$ cat src/rtl/uart_msg_loader.sv
// UART 8N1 receiver that assembles a line-terminated message and commits it atomically.
// Optional feature: define MSG_UPPERCASE_EN to fold lowercase ASCII to uppercase before storage.
module uart_msg_loader #(
  parameter int CLK_HZ     = 50_000_000,
  parameter int BAUD       = 115_200,
  parameter int MSG_LEN    = 11,
  parameter int CHAR_WIDTH = 8
) (
  input  logic                               clk_50mhz,
  input  logic                               reset_n,
  input  logic                               uart_rx,
  output logic [MSG_LEN*CHAR_WIDTH-1:0]      msg_chars,
  output logic [$clog2(MSG_LEN+1)-1:0]       msg_len,
  output logic                               msg_update,
  output logic                               frame_err
);

  localparam int DIV = CLK_HZ / BAUD;
  localparam int CW  = (DIV > 2) ? $clog2(DIV) : 1;
  localparam int PW  = $clog2(MSG_LEN + 1);
  localparam logic [CW-1:0]         HALF  = CW'(DIV / 2);
  localparam logic [CW-1:0]         LAST  = CW'(DIV - 1);
  localparam logic [PW-1:0]         FULL  = PW'(MSG_LEN);
  localparam logic [CHAR_WIDTH-1:0] SPACE = CHAR_WIDTH'(8'h20);

  typedef enum logic [1:0] {IDLE, START, DATA, STOP} rx_state_t;

  rx_state_t       state, state_nxt;
  logic [CW-1:0]   cnt, cnt_nxt;
  logic [2:0]      bit_idx, bit_nxt;
  logic [7:0]      rx_shift, shift_nxt;
  logic            rx_meta, rx_sync, rx_prev;
  logic            byte_done, stop_bad;
  logic            is_term, is_bs;
  logic [CHAR_WIDTH-1:0] store_char;
  logic [PW-1:0]   wr_ptr;
  logic [CHAR_WIDTH-1:0] shadow [MSG_LEN];

  always_ff @(posedge clk_50mhz or negedge reset_n) begin
    if (!reset_n) begin
      rx_meta <= 1'b1;
      rx_sync <= 1'b1;
      rx_prev <= 1'b1;
    end else begin
      rx_meta <= uart_rx;
      rx_sync <= rx_meta;
      rx_prev <= rx_sync;
    end
  end

  always_ff @(posedge clk_50mhz or negedge reset_n) begin
    if (!reset_n) begin
      state    <= IDLE;
      cnt      <= '0;
      bit_idx  <= '0;
      rx_shift <= '0;
    end else begin
      state    <= state_nxt;
      cnt      <= cnt_nxt;
      bit_idx  <= bit_nxt;
      rx_shift <= shift_nxt;
    end
  end

  // Data bits are sampled DIV cycles apart starting from the mid-start sample.
  always_comb begin
    state_nxt = state;
    cnt_nxt   = cnt + CW'(1);
    bit_nxt   = bit_idx;
    shift_nxt = rx_shift;
    byte_done = 1'b0;
    stop_bad  = 1'b0;
    case (state)
      IDLE: begin
        cnt_nxt = '0;
        if (rx_prev && !rx_sync) state_nxt = START;
      end
      START: begin
        if (cnt == HALF) begin
          cnt_nxt   = '0;
          bit_nxt   = '0;
          state_nxt = rx_sync ? IDLE : DATA;
        end
      end
      DATA: begin
        if (cnt == LAST) begin
          cnt_nxt   = '0;
          shift_nxt = {rx_sync, rx_shift[7:1]};
          bit_nxt   = bit_idx + 3'd1;
          if (bit_idx == 3'd7) state_nxt = STOP;
        end
      end
      STOP: begin
        if (cnt == LAST) begin
          cnt_nxt   = '0;
          state_nxt = IDLE;
          if (rx_sync) byte_done = 1'b1;
          else         stop_bad  = 1'b1;
        end
      end
      default: state_nxt = IDLE;
    endcase
  end

  always_comb begin
    is_term    = (rx_shift == 8'h0D) || (rx_shift == 8'h0A);
    is_bs      = (rx_shift == 8'h08);
    store_char = CHAR_WIDTH'(rx_shift);
`ifdef MSG_UPPERCASE_EN
    if (rx_shift >= 8'h61 && rx_shift <= 8'h7A) store_char = CHAR_WIDTH'(rx_shift - 8'h20);
`endif
  end

  // Committed outputs only change on a terminator, so the consumer never sees a partial line.
  always_ff @(posedge clk_50mhz or negedge reset_n) begin
    if (!reset_n) begin
      msg_chars  <= {MSG_LEN{SPACE}};
      msg_len    <= '0;
      msg_update <= 1'b0;
      frame_err  <= 1'b0;
      wr_ptr     <= '0;
      for (int i = 0; i < MSG_LEN; i++) shadow[i] <= SPACE;
    end else begin
      msg_update <= 1'b0;
      frame_err  <= stop_bad;
      if (byte_done) begin
        if (is_term) begin
          if (wr_ptr != '0) begin
            for (int i = 0; i < MSG_LEN; i++)
              msg_chars[i*CHAR_WIDTH +: CHAR_WIDTH] <= (PW'(i) < wr_ptr) ? shadow[i] : SPACE;
            msg_len    <= wr_ptr;
            msg_update <= 1'b1;
            wr_ptr     <= '0;
          end
        end else if (is_bs) begin
          if (wr_ptr != '0) wr_ptr <= wr_ptr - PW'(1);
        end else if (wr_ptr < FULL) begin
          shadow[wr_ptr] <= store_char;
          wr_ptr         <= wr_ptr + PW'(1);
        end
      end
    end
  end

endmodule

$ cat config.mk
export PLATFORM = sky130hd
export DESIGN_NAME = uart_msg_loader
export DESIGN_NICKNAME = d
export VERILOG_FILES = /design/src/rtl/uart_msg_loader.sv
export SDC_FILE = /design/constraint.sdc
export NUM_CORES = 1
export LEC_CHECK = 0
export ABC_AREA = 1
export BUFFER_PORTS_ARGS = -buffer_cell sky130_fd_sc_hd__buf_2
export CAP_MARGIN = 20
export CORE_MARGIN = 8
export CORE_UTILIZATION = 30
export CTS_CLUSTER_DIAMETER = 50
export DETAILED_ROUTE_END_ITERATION = 6
export HOLD_SLACK_MARGIN = 0.02
export PLACE_DENSITY = 0.53
export RECOVER_POWER = 100
export SLEW_MARGIN = 20
export SYNTH_ARGS = -nofsm -noshare
export SYNTH_HDL_FRONTEND = slang
export SYNTH_SLANG_ARGS = --single-unit
$ cat constraint.sdc
create_clock -name clk_50mhz -period 4.89 [get_ports clk_50mhz]
set_input_delay 0.978 -clock clk_50mhz [delete_from_list [all_inputs] [get_ports clk_50mhz]]
set_output_delay 0.978 -clock clk_50mhz [all_outputs]
set_load 0.01 [all_outputs]
Word-level counts from Yosys, hierarchy flattened
Cells that the tools add are included.
{ "op_classes": {"n_addsub": 4, "multipliers": 0, "div": 0, "order_cmp": 14, "n_eq_ne": 16, "shift": 0, "muxes": 41, "bitwise_logic": 3, "n_reduce_logical": 15} }
{ "ops": {"columns": ["cell", "n"], "rows": [
  ["2-to-1 mux 8 bit", 12],
  ["bitwise mux 88 bit", 1],
  ["demux 8 bit (select 4 bit)", 1],
  ["case mux 9 bit (3 select lines)", 1],
  ["equality test 8 x 4 -> 1 bit (second input constant)", 3],
  ["2-to-1 mux 4 bit", 5],
  ["2-to-1 mux 9 bit", 2],
  ["less-than comparator 3 x 4 -> 1 bit (first input constant)", 4],
  ["less-than comparator 4 bit (first input constant)", 3],
  ["2-to-1 mux 2 bit", 6],
  ["inequality test 2 bit (second input constant)", 5],
  ["adder 9 x 1 -> 9 bit (second input constant)", 1],
  ["equality test 9 x 8 -> 1 bit (second input constant)", 1],
  ["equality test 9 bit (second input constant)", 1],
  ["2-to-1 mux 1 bit", 9],
  ["less-than comparator 1 x 4 -> 1 bit (first input constant)", 2],
  ["less-than comparator 2 x 4 -> 1 bit (first input constant)", 2],
  ["case mux 2 bit (4 select lines)", 1],
  ["AND reduction 4 bit", 2],
  ["2-to-1 mux 3 bit", 2],
  ["case mux 3 bit (2 select lines)", 1],
  ["AND reduction 3 bit", 2],
  [">= comparator 5 bit (second input constant)", 1],
  ["less-than comparator 5 x 1 -> 1 bit (second input constant)", 1],
  ["other kinds (20)", 24]
]} }
{ "word_totals": {"reg_bits": 211, "latch_bits": 0, "ram_bits": 0, "romBits": 0, "in_bits": 3, "out_inout_bits": 94, "wordCells": 116, "memories": 0} }

Depth between registers and ports, before layout
Gate-level depths: netlist (run 1).
{ "logic_depth": {"ltp_word": 6, "mapped_depth": 12, "depth_no_buf": 11} }

Worst setup path after synthesis (run 1)
OpenSTA, ideal clock, no wires.
{ "synth_path": {"path_kind": "register to register", "from": "reg wr_ptr[0]", "to": "reg shadow[11] (netlist bit)", "arrival_ps": 1751, "required_time_ps": 4823, "path_slack_ps": 3072, "path_stages_with_launch": 9, "n_path_buf": 2, "synth_period_minus_slack_ps": 1818, "path_cell_list": "dfrtp_1 ha_1 inv_1 a21oi_1 inv_2 clkbuf_1 clkbuf_1 nand4_1 nand2_1"} }
{ "synth_between": {"elab_chain_len": 6, "elab_cells_between_ends": 9, "cone_classes": "3 x order compare; 3 x mux; 1 x bitwise; 2 x reduce/logical"} }
{ "synth_rtl": {"columns": ["item", "line_no", "source"], "rows": [
  ["from (decl)", "36", "logic [PW-1:0] wr_ptr;"],
  ["from (signal assigned)", "136", "if (wr_ptr != '0) wr_ptr <= wr_ptr - PW'(1);"],
  ["from (signal assigned)", "139", "wr_ptr <= wr_ptr + PW'(1);"],
  ["inverter 4 -> 5 bit (not written as such)", "138", "shadow[wr_ptr] <= store_char;"],
  [">= comparator 5 bit (not written as such) / less-than comparator 5 x 1 -> 1 bit (equally long branches)", "138", null],
  ["logical AND 1 bit (not written as such)", "138", null],
  ["2-to-1 mux 8 bit (not written as such)", "138", null],
  ["demux 8 bit (select 4 bit)", "138", null],
  ["bitwise mux 88 bit", "138", null],
  ["to (signal, indexed assignment)", "138", null],
  ["to (decl)", "37", "logic [CHAR_WIDTH-1:0] shadow [MSG_LEN];"]
]} }
Parallel ways exist; a longest one is shown, timed or not.
A chain may end at the register's enable or synchronous reset.

Final worst setup path (run 1)
{ "layout_path": {"from": "reg wr_ptr[3]", "to": "reg msg_chars[40]"} }
{ "layout_between": {"elab_chain_len": 2, "elab_cells_between_ends": 4, "cone_classes": "1 x order compare; 1 x mux; 2 x reduce/logical"} }
{ "layout_rtl": {"columns": ["item", "line_no", "source"], "rows": [
  ["less-than comparator 3 x 4 -> 1 bit / nonzero test 4 bit (equally long branches)", "130, 128", null],
  ["2-to-1 mux 8 bit / AND reduction 3 bit (equally long branches)", null, null],
  ["to (signal assigned)", "117", "msg_chars <= {MSG_LEN{SPACE}};"],
  ["to (signal, indexed assignment)", "130", "msg_chars[i*CHAR_WIDTH +: CHAR_WIDTH] <= (PW'(i) < wr_ptr) ? shadow[i] : SPACE;"],
  ["to (decl)", "12", "output logic [MSG_LEN*CHAR_WIDTH-1:0] msg_chars,"]
]} }
Parallel ways exist; a longest one is shown, timed or not.

==> results of run 1 <==
[worst min path at each step]
stage | to | startpoint | cells past startpoint
global route | rx_sync$_DFF_PN1_ | rx_meta$_DFF_PN1_ | 0
finish | rx_sync$_DFF_PN1_ | rx_meta$_DFF_PN1_ | 0
global placement | rx_sync$_DFF_PN1_ | rx_meta$_DFF_PN1_ | 0
CTS | rx_sync$_DFF_PN1_ | rx_meta$_DFF_PN1_ | 0
detailed placement | rx_sync$_DFF_PN1_ | rx_meta$_DFF_PN1_ | 0
floorplan | rx_sync$_DFF_PN1_ | rx_meta$_DFF_PN1_ | 0
[worst register-to-register path, stage by stage, from the launching register on]
cell      delay (ns)
dfrtp_1         0.55
inv_1           0.35
nand2_1         0.44
nor2_1          0.74
nor2_1          0.33
nand2_4         0.48
clkbuf_2        0.55
o21ai_0         0.16
[metal layers]
metal	vias up	wire length, um
met2	159	11200
met1	3519	11100
met3	39	1450
met4	0	582
met5	-	0
li1	3731	-
[where the power goes]
part | total, mW | leakage (nW) | switching, mW | internal [mW]
clock network | 2.02 | 0.451 | 0.810 | 1.21
registers | 1.79 | 2.85 | 0.0221 | 1.77
logic | 0.157 | 2.12 | 0.112 | 0.0450
[placed cells by master (no fill, tap or decap), types with 24 or more instances in the layout]
cell type and count:
clkbuf_16 29, dfstp_2 24, o21ai_0 76, nand2_1 448, nor2_1 50, clkbuf_1 104
inv_1 95, dfrtp_1 186, nand4_1 85, nand3_1 44
[registers in the layout, indices dropped and copies added, names as in the netlist, 3 cells and up, named ones only]
register and flops:
rx_shift 8, shadow 88, msg_chars 88, cnt 9
msg_len 4, wr_ptr 4, bit_idx 3
[per-stage QoR]
stage          setup slack [ns]  utilization
6_report                   1.14        0.351
5_1_grt                   0.696        0.351
4_1_cts                    1.65        0.356
3_5_place_dp               1.68        0.326
3_3_place_gp               1.79        0.326
2_1_floorplan              3.07            -
[cell usage after synthesis, drive strengths merged]
cell type / count
clkbuf: 23
nor2: 55
xnor2: 3
o21ai: 82
inv: 98
nand3: 44
buf: 27
xor2: 2
nor3: 6
nand4: 86
dfrtp: 186
nor3b: 1
a21oi: 8
dfstp: 25
nand2: 450
a31o: 1
ha: 10
[area by class of cell]
type / instances / area, um^2 / share of cell area
flip-flops and latches: 211 / 5310 / 0.485
multi-input cells: 748 / 3360 / 0.307
clock buffers: 40 / 797 / 0.0728
well taps: 402 / 503 / 0.0459
repair buffers: 107 / 470 / 0.0430
inverters: 98 / 368 / 0.0336
clock inverters: 14 / 136 / 0.0125
[logic make-up (layout without fill, tap and decap cells)]
logic type	count (synthesis)	after routing	share of synthesized area
xor+xnor	5	5	0.00464
simple gates	642	642	0.293
buf+inv	148	259	0.0776
fa+ha+maj	10	10	0.0133
flops	211	211	0.563
compound gates	91	91	0.0487
==> results.md, run 1 <==
* Status: finished, violations left
* Failing checks: capacitance limit, slew limit
* Initial Util at 0.302
* Placed inst area at 0.0102 mm^2
* Synth top area cells: dfrtp_1 49%, nand2_1 18%, dfstp_2 7.0%
* Slowest-stage cell, CP: nor2_1
* Worst Skew at 0.0143 ns
* Hold_ws at between 0.3 and 0.4 ns
* Final setup violating endpoints at 0
* Yosys top cell area share at 0.493
* Vias/cell at approximately 4.6
* Mapped Nets at 1120
* Max_cap viols at 1
* Hold-fix buffers, CTS at 0
* Post-CTS sizing at 0
* Minimum clock period at 3.75 ns
* Mapped cell area at ~0.0094 mm^2
* GR Util All Layers at 0.131
* Pwr Density at 363 mW/mm^2
* Max-slew headroom at -0.837
* Sequential share of the synthesized area at 0.563
* CTS tree: built
* Reg2Reg Setup Slack at 1.14 ns
* Met3 Use GR at 0.0323
* Critical R2R Launch: wr_ptr[3]$_DFFE_PN0P_
* Synth-to-Final Area Change at 16.0%
* Max VDD drop at 0.268 mV
* Critical path capture point type: flip-flop
* Die X at between 150 and 200 um
* Clk pin slew, worst setup/hold paths at 0.06 ns
* WP data required at 5.29 ns
* Gpl congestion at 0.825
* Family with the most delay on the worst path: simple AND/OR/NAND/NOR gates
* Crit. Startpoint: wr_ptr[3]$_DFFE_PN0P_
* Slowest cell delay on critical path at around 0.74 ns
* Grt ovf at 0
* Fraction of layout cells with a size suffix above 1 at 0.0764
* DP Cell Count at 1566
* Initial antenna violation count at 0
* Post-Layout Cell Count at 1620
* Worst min path class: flip-flop to flip-flop
* Setup CP Type: flip-flop to flip-flop
* Final period utilization at 0.766
* Largest net degree at the start of global routing at 107
* Core ar. at between 0.03 and 0.04 mm^2
* Via count at ~7.4k
* Setup tns final at 0 ns
* Crit start category: flip-flop
* Synth Warn # at 0
* Port Buf Inserts at 96
* Detailed placement HPWL at roughly 16 mm
* Leak at 5.42 nW
* Cells after Synth at 1107
* FF+latch count, synth at 211
* RSZ-0062 raised after global routing: false
* Global routing usage on met2 at 0.215
* First-pass GRT wire length at 40.9 mm
* Vias in the first global route at 7648
* Die area at 0.0374 mm^2
* Num CTS Buffers at 29
* Post-CTS setup buffers at 0
* Critical path arrival at 4.15 ns
* H-tree lvl count at 1
* Post-synth top area cell: dfrtp_1
* GRT met1 Usage at 0.170
* Routed length per instance at 15.0 um
* Nets at 1208
* # diodes at 0
* Reg2reg path depth at 7
* Clock latency on the worst-skew pair at 0.54 ns
* R2R Path End: msg_chars[40]$_DFFE_PN0P_
* Most Frequent Cell on Critical Path: nor2_1
* CP Cell Sequence: inv_1 -> nand2_1 -> nor2_1 -> nor2_1 -> nand2_4 -> clkbuf_2 -> o21ai_0
* Total Wirelength at between 20 and 25 mm
* Die H at around 190 um
* DRC Markers at 0
* Final antenna-violating net count at 0
* First DRT Iteration DRCs at 548
* Critical path fanouts, max at 47
* Instance count on the critical path at 7
* Slew Limit Fails at 106
* GRT busiest layer: met2
* Design Power at 3.97 mW
* Synth unique cells at 27
* Clock tree buffer depth at 3
* Slew @ Worst Pin at between 2 and 3 ns
* Hold Violations, Final at 0
* Worst setup endpoint: msg_chars[40]$_DFFE_PN0P_
* Post-route cell area at 0.0109 mm^2
* Buf+Inv Stages, Crit Path at 2
* Avg Inst Size Synth at 8.52 um^2
* Drt pass-1 iters at 5
* # IOs at 97
* Max Clock Freq at 0.267 GHz
* Fillcell total at 3311
* # rows at 65
* Sink Count at roughly 210
* CTS Root Cell: clkbuf_16
Note: power is estimated with default switching activity, not from simulation.
==> run 2: changes to the inputs <==
==> constraint.sdc (replaced) <==
create_clock -name clk_50mhz -period 3.7 [get_ports clk_50mhz]
set_input_delay 0.74 -clock clk_50mhz [delete_from_list [all_inputs] [get_ports clk_50mhz]]
set_output_delay 0.74 -clock clk_50mhz [all_outputs]
set_load 0.01 [all_outputs]
==> run 2 against run 1 <==
Compared with the run above:
- the flow finishes with violations (DRC, capacitance limit, slew limit)
- sequential share of layout area is 0.58 points lower
- register-to-register slack worse by 0.59 ns
- via count down 0.28%
- flip-flop and latch count is the same
- die area did not move
- count of clock-buffer cells in the layout down 2
- worst hold slack worse by 0.042 ns
- global-route usage is 0.10 points lower
- critical path depth grew 2
- critical path type unchanged
- largest cell class unchanged
- largest power group unchanged
==> results.md, run 2 (synthesized netlist as in run 1, its figures left out) <==
* Final antenna-violating net count at 0
* Vias/cell at about 4.6
* Final period utilization at 0.850
* Leak at ~5.5 nW
* Max_cap viols at 1
* Hold Violations, Final at 0
* Nets at 1221
* First DRT Iteration DRCs at ~470
* Status: finished, violations left
* CTS tree: built
* Setup tns final at 0 ns
* DRC Markers at 1
* # rows at 65
* First-pass GRT wire length at about 40 mm
* Total Wirelength at 24.4 mm
* Minimum clock period at about 3.1 ns
* Clock latency on the worst-skew pair at 0.53 ns
* Die area at 0.0374 mm^2
* Detailed placement HPWL at approximately 17 mm
* Routed length per instance at 14.9 um
* Drt pass-1 iters at 7
* Failing checks: DRC, capacitance limit, slew limit
* # diodes at 0
* Post-CTS sizing at 0
* Critical path capture point type: flip-flop
* Critical path arrival at 3.53 ns
* Slew Limit Fails at 75
* Fraction of layout cells with a size suffix above 1 at 0.0894
* Clk pin slew, worst setup/hold paths at approximately 0.060 ns
* Gpl congestion at a little under 0.9
* Hold-fix buffers, CTS at 0
* Clock tree buffer depth at 3
* Post-CTS setup buffers at 0
* Largest net degree at the start of global routing at 75
* Core ar. at 0.0312 mm^2
* Vias in the first global route at between 7k and 8k
* Biggest registers after layout: msg_chars (88), shadow (88), cnt (9)
* Port Buf Inserts at 96
* CTS Root Cell: clkbuf_16
* Initial antenna violation count at 0
* Die X at 193 um
* Pwr Density at 480 mW/mm^2
* GR Util All Layers at 0.130
* Worst min path class: input pin to flip-flop
* Max Clock Freq at 0.318 GHz
* Initial Util at 0.302
* Max-slew headroom at -0.244
* Final setup violating endpoints at 0
* Fillcell total at 3303
* Die H at 193 um
* Critical path fanouts, max at 38
* Placed inst area at 0.0103 mm^2
* Sink Count at approximately 210
* Synth-to-Final Area Change at 17.4%
* Slew @ Worst Pin at ~1.9 ns
* Num CTS Buffers at 28
* Via count at 7427
* Worst Skew at 0.00935 ns
* Design Power at between 5 and 6 mW
* Crit start category: flip-flop
* RSZ-0062 raised after global routing: false
* H-tree lvl count at 1
* Post-route cell area at 0.0111 mm^2
* Most common cell after layout, fill and taps aside: nand2_1
* Setup CP Type: flip-flop to flip-flop
* Max VDD drop at 0.292 mV
* Commonest cells after routing, fill and taps aside: 449 x nand2_1, 186 x dfrtp_1, 99 x clkbuf_1
* Grt ovf at 0
* WP data required at 4.09 ns
* # IOs at 97
==> run 2: changes by cell type in the layout (fill, tap and decap cells not counted), sizes merged <==
cell      change
buf          +15
bufinv        +2
clkbuf        -3
clkinv        +2
clkinvlp      -1
inv           -3
==> run 2: report_power, final <==
| group | leakage (nW) | internal (mW) | switching (mW) | total [mW] |
|---|---|---|---|---|
| clock network | 0.472 | 1.73 | 1.02 | 2.74 |
| registers | 2.85 | 2.34 | 0.0271 | 2.37 |
| logic | 2.20 | 0.0574 | 0.145 | 0.202 |
==> run 2: area by class of cell <==
type / count / area (um^2) / area share
Sequential cell: 211 / 5310 / 0.479
Multi-Input combinational cell: 748 / 3360 / 0.303
Clock buffer: 38 / 800 / 0.0722
Timing Repair Buffer: 121 / 571 / 0.0515
Tap cell: 402 / 503 / 0.0454
Inverter: 98 / 368 / 0.0332
Clock inverter: 14 / 165 / 0.0149
==> run 2: critical path, cell delays in order, from the launching register on <==
cell	delay, ns
dfrtp_1	0.66
inv_1	0.32
nand2_1	0.12
buf_4	0.23
nor2_2	0.14
nor2_1	0.57
nand2_4	0.48
buf_4	0.34
nand2_1	0.06
o21ai_0	0.07
==> run 2: final timing paths <==
kind                                       startpoint                         to  slack [ns]  cells past startpoint
worst min register to register      rx_meta$_DFF_PN1_          rx_sync$_DFF_PN1_        0.36                      0
worst max register to register  wr_ptr[3]$_DFFE_PN0P_  msg_chars[84]$_DFFE_PN0P_        0.55                      9
worst min-delay path                          uart_rx          rx_meta$_DFF_PN1_        0.31                      1
worst max-delay path            wr_ptr[3]$_DFFE_PN0P_  msg_chars[84]$_DFFE_PN0P_        0.55                      9
min in group asynchronous                     reset_n  msg_chars[62]$_DFFE_PN0P_        0.70                      1
max in group asynchronous                     reset_n  msg_chars[39]$_DFFE_PN0P_        0.99                      2
==> run 2: routing by layer <==
metal | track usage | vias up | part of all wire
met5 | 0 | - | 0
met4 | 0.0334 | 0 | 0.023
met3 | 0.0274 | 46 | 0.047
met2 | 0.216 | 133 | 0.46
met1 | 0.169 | 3493 | 0.47
li1 | - | 3755 | -
==> run 2: stage by stage <==
stage | hold slack, ns | std cells | setup WS [ns] | util
5_1_grt | 0.297 | 1632 | 0.309 | 0.355
2_1_floorplan | 0.345 | 1107 | 1.88 | -
3_3_place_gp | 0.348 | 1580 | 0.831 | 0.330
3_5_place_dp | 0.349 | 1580 | 0.853 | 0.330
4_1_cts | 0.238 | 1632 | 0.836 | 0.360
6_report | 0.313 | 1632 | 0.555 | 0.355
==> run 3: changes to the inputs <==
--- a/config.mk
+++ b/config.mk
@@ -6,11 +6,10 @@
 export NUM_CORES = 1
 export LEC_CHECK = 0
 export ABC_AREA = 1
-export BUFFER_PORTS_ARGS = -buffer_cell sky130_fd_sc_hd__buf_2
+export BUFFER_PORTS_ARGS = -buffer_cell sky130_fd_sc_hd__buf_4
 export CAP_MARGIN = 20
 export CORE_MARGIN = 8
 export CORE_UTILIZATION = 30
-export CTS_CLUSTER_DIAMETER = 50
 export DETAILED_ROUTE_END_ITERATION = 6
 export HOLD_SLACK_MARGIN = 0.02
 export PLACE_DENSITY = 0.53
==> constraint.sdc (replaced) <==
create_clock -name clk_50mhz -period 3.05 [get_ports clk_50mhz]
set_input_delay 0.61 -clock clk_50mhz [delete_from_list [all_inputs] [get_ports clk_50mhz]]
set_output_delay 0.61 -clock clk_50mhz [all_outputs]
set_load 0.01 [all_outputs]
==> run 3 against run 2 <==
Compared with the run above:
- the run ends with capacitance limit, slew limit left
- combinational power grew 25%
- sequential power grew 21%
- flip-flop and latch count is the same
- via count is essentially flat
- total power grew 12%
- critical path type unchanged
- largest cell class unchanged
- largest power group is now registers
- highest routed layer unchanged
==> results.md, run 3 (synthesized netlist as in run 1, its figures left out) <==
* Clock latency on the worst-skew pair at 0.51 ns
* Post-CTS sizing at 0
* Setup CP Type: flip-flop to flip-flop
* Pre-CTS setup slack at 0.253 ns
* Failing checks: capacitance limit, slew limit
* Crit start category: flip-flop
* Via count at 7431
* Leak at 5.45 nW
* # IOs at between 90 and 100
* Routed length per instance at 15.3 um
* First-pass GRT wire length at 40.2 mm
* Commonest cells after routing, fill and taps aside: 448 x nand2_1, 186 x dfrtp_1, 96 x clkbuf_1
* Reg2Reg Setup Slack at 0.34 ns
* CTS Root Cell: clkbuf_16
* Final antenna-violating net count at 0
* Max VDD drop at around 0.30 mV
* Die X at a little under 200 um
* Initial antenna violation count at 0
* Max_cap viols at 1
* Hold Violations, Final at 0
* Synth-to-Final Area Change at 16.0%
* Critical R2R Launch: wr_ptr[0]$_DFFE_PN0P_
* Critical path arrival at roughly 3.2 ns
* Pwr Density at 546 mW/mm^2
* Max-slew headroom at -0.449
* Vias in the first global route at 7563
* Layout Utilization at 0.350
* Hold_ws at 0.213 ns
* Sink Count at 211
* # diodes at 0
* WHS Endpoint: rx_meta$_DFF_PN1_
* Max Clock Freq at about 0.37 GHz
* WP data required at about 3.5 ns
* Nets at 1217
* Die H at 193 um
* Design Power at 5.97 mW
* Worst Skew at between 0.01 and 0.015 ns
* Reg2reg path depth at 9
* Minimum clock period at 2.71 ns
* Post-CTS setup buffers at 0
* Hold path cells at 1
* Hold-fix buffers, CTS at 0
* Vias/cell at around 4.6
* Slew @ Worst Pin at 2.17 ns
* Status: finished, violations left
* Hold Crit Start: uart_rx
* DRC Markers at 0
* Final period utilization at 0.888
* Final setup violating endpoints at 0
* Drt pass-1 iters at 5
* Total Wirelength at 24.9 mm
* Final worst-path setup slack at around 0.34 ns
* Critical path capture point type: flip-flop
* Clock tree buffer depth at 3
* Largest net degree at the start of global routing at 79
* RSZ-0062 raised after global routing: false
* Detailed placement HPWL at 16.8 mm
* Grt ovf at 0
* R2R Path End: msg_chars[59]$_DFFE_PN0P_
* Slew Limit Fails at 77
* Fillcell total at 3358
* H-tree lvl count at 1
* Port Buf Inserts at 96
* Initial Util at 0.302
* Worst min path class: input pin to flip-flop
* Critical path fanouts, max at 17
* Gpl congestion at approximately 0.81
* Fraction of layout cells with a size suffix above 1 at 0.0835
* CTS tree: built
* GR Util All Layers at 0.129
* Die area at 0.0374 mm^2
* Register area at 0.00531 mm^2
* Biggest registers after layout: msg_chars (88), shadow (88), cnt (9)
* Multi-input logic area at about 0.0034 mm^2
* Setup tns final at 0 ns
* # rows at 65
* First DRT Iteration DRCs at 522
* Most common cell after layout, fill and taps aside: nand2_1
* Core ar. at 0.0312 mm^2
* Num CTS Buffers at 23
* Clk pin slew, worst setup/hold paths at 0.06 ns
==> run 3: critical path, cell delays in order, from the launching register on <==
cell and delay [ns]:
dfrtp_1 0.50, inv_1 0.23, ha_1 0.25, inv_1 0.16, nor2_1 0.13, buf_4 0.20, nor3_2 0.21, clkbuf_1 0.63
nand3_1 0.23, nand2_1 0.11
==> run 3: power by group <==
part           total (mW)  switching, mW  internal [mW]
Clock                2.85           1.11           1.74
Combinational       0.253          0.177         0.0762
Sequential           2.87         0.0338           2.84
==> run 3: worst max-delay path by stage <==
stage | startpoint | end | slack (ns)
2_1_floorplan | wr_ptr[0]$_DFFE_PN0P_ | shadow[11]$_DFFE_PN0P_ | 1.23
3_3_place_gp | rx_shift[0]$_DFFE_PN0P_ | shadow[64]$_DFFE_PN0P_ | 0.37
4_1_cts | rx_shift[0]$_DFFE_PN0P_ | shadow[84]$_DFFE_PN0P_ | 0.22
5_1_grt | wr_ptr[0]$_DFFE_PN0P_ | msg_chars[63]$_DFFE_PN0P_ | 0.12
6_report | wr_ptr[0]$_DFFE_PN0P_ | msg_chars[59]$_DFFE_PN0P_ | 0.34
3_5_place_dp | rx_shift[0]$_DFFE_PN0P_ | shadow[84]$_DFFE_PN0P_ | 0.25
==> run 3: layout make-up <==
cell class	count	area share
Sequential cell	211	0.485
Multi-Input combinational cell	749	0.310
Clock buffer	34	0.0600
Timing Repair Buffer	121	0.0536
Tap cell	402	0.0460
Inverter	98	0.0336
Clock inverter	8	0.0109
==> run 3: per-layer routing <==
layer / share of wire / track usage
met5: 0 / 0
met4: 0.017 / 0.0325
met1: 0.46 / 0.169
met3: 0.050 / 0.0260
met2: 0.47 / 0.216
==> run 3: stage by stage <==
step                      cells  instance area (um^2)
after floorplan            1107                  9440
after global placement     1580                 10500
after detailed placement   1580                 10500
after CTS                  1622                 11300
after global routing       1623                 10900
final                      1623                 10900
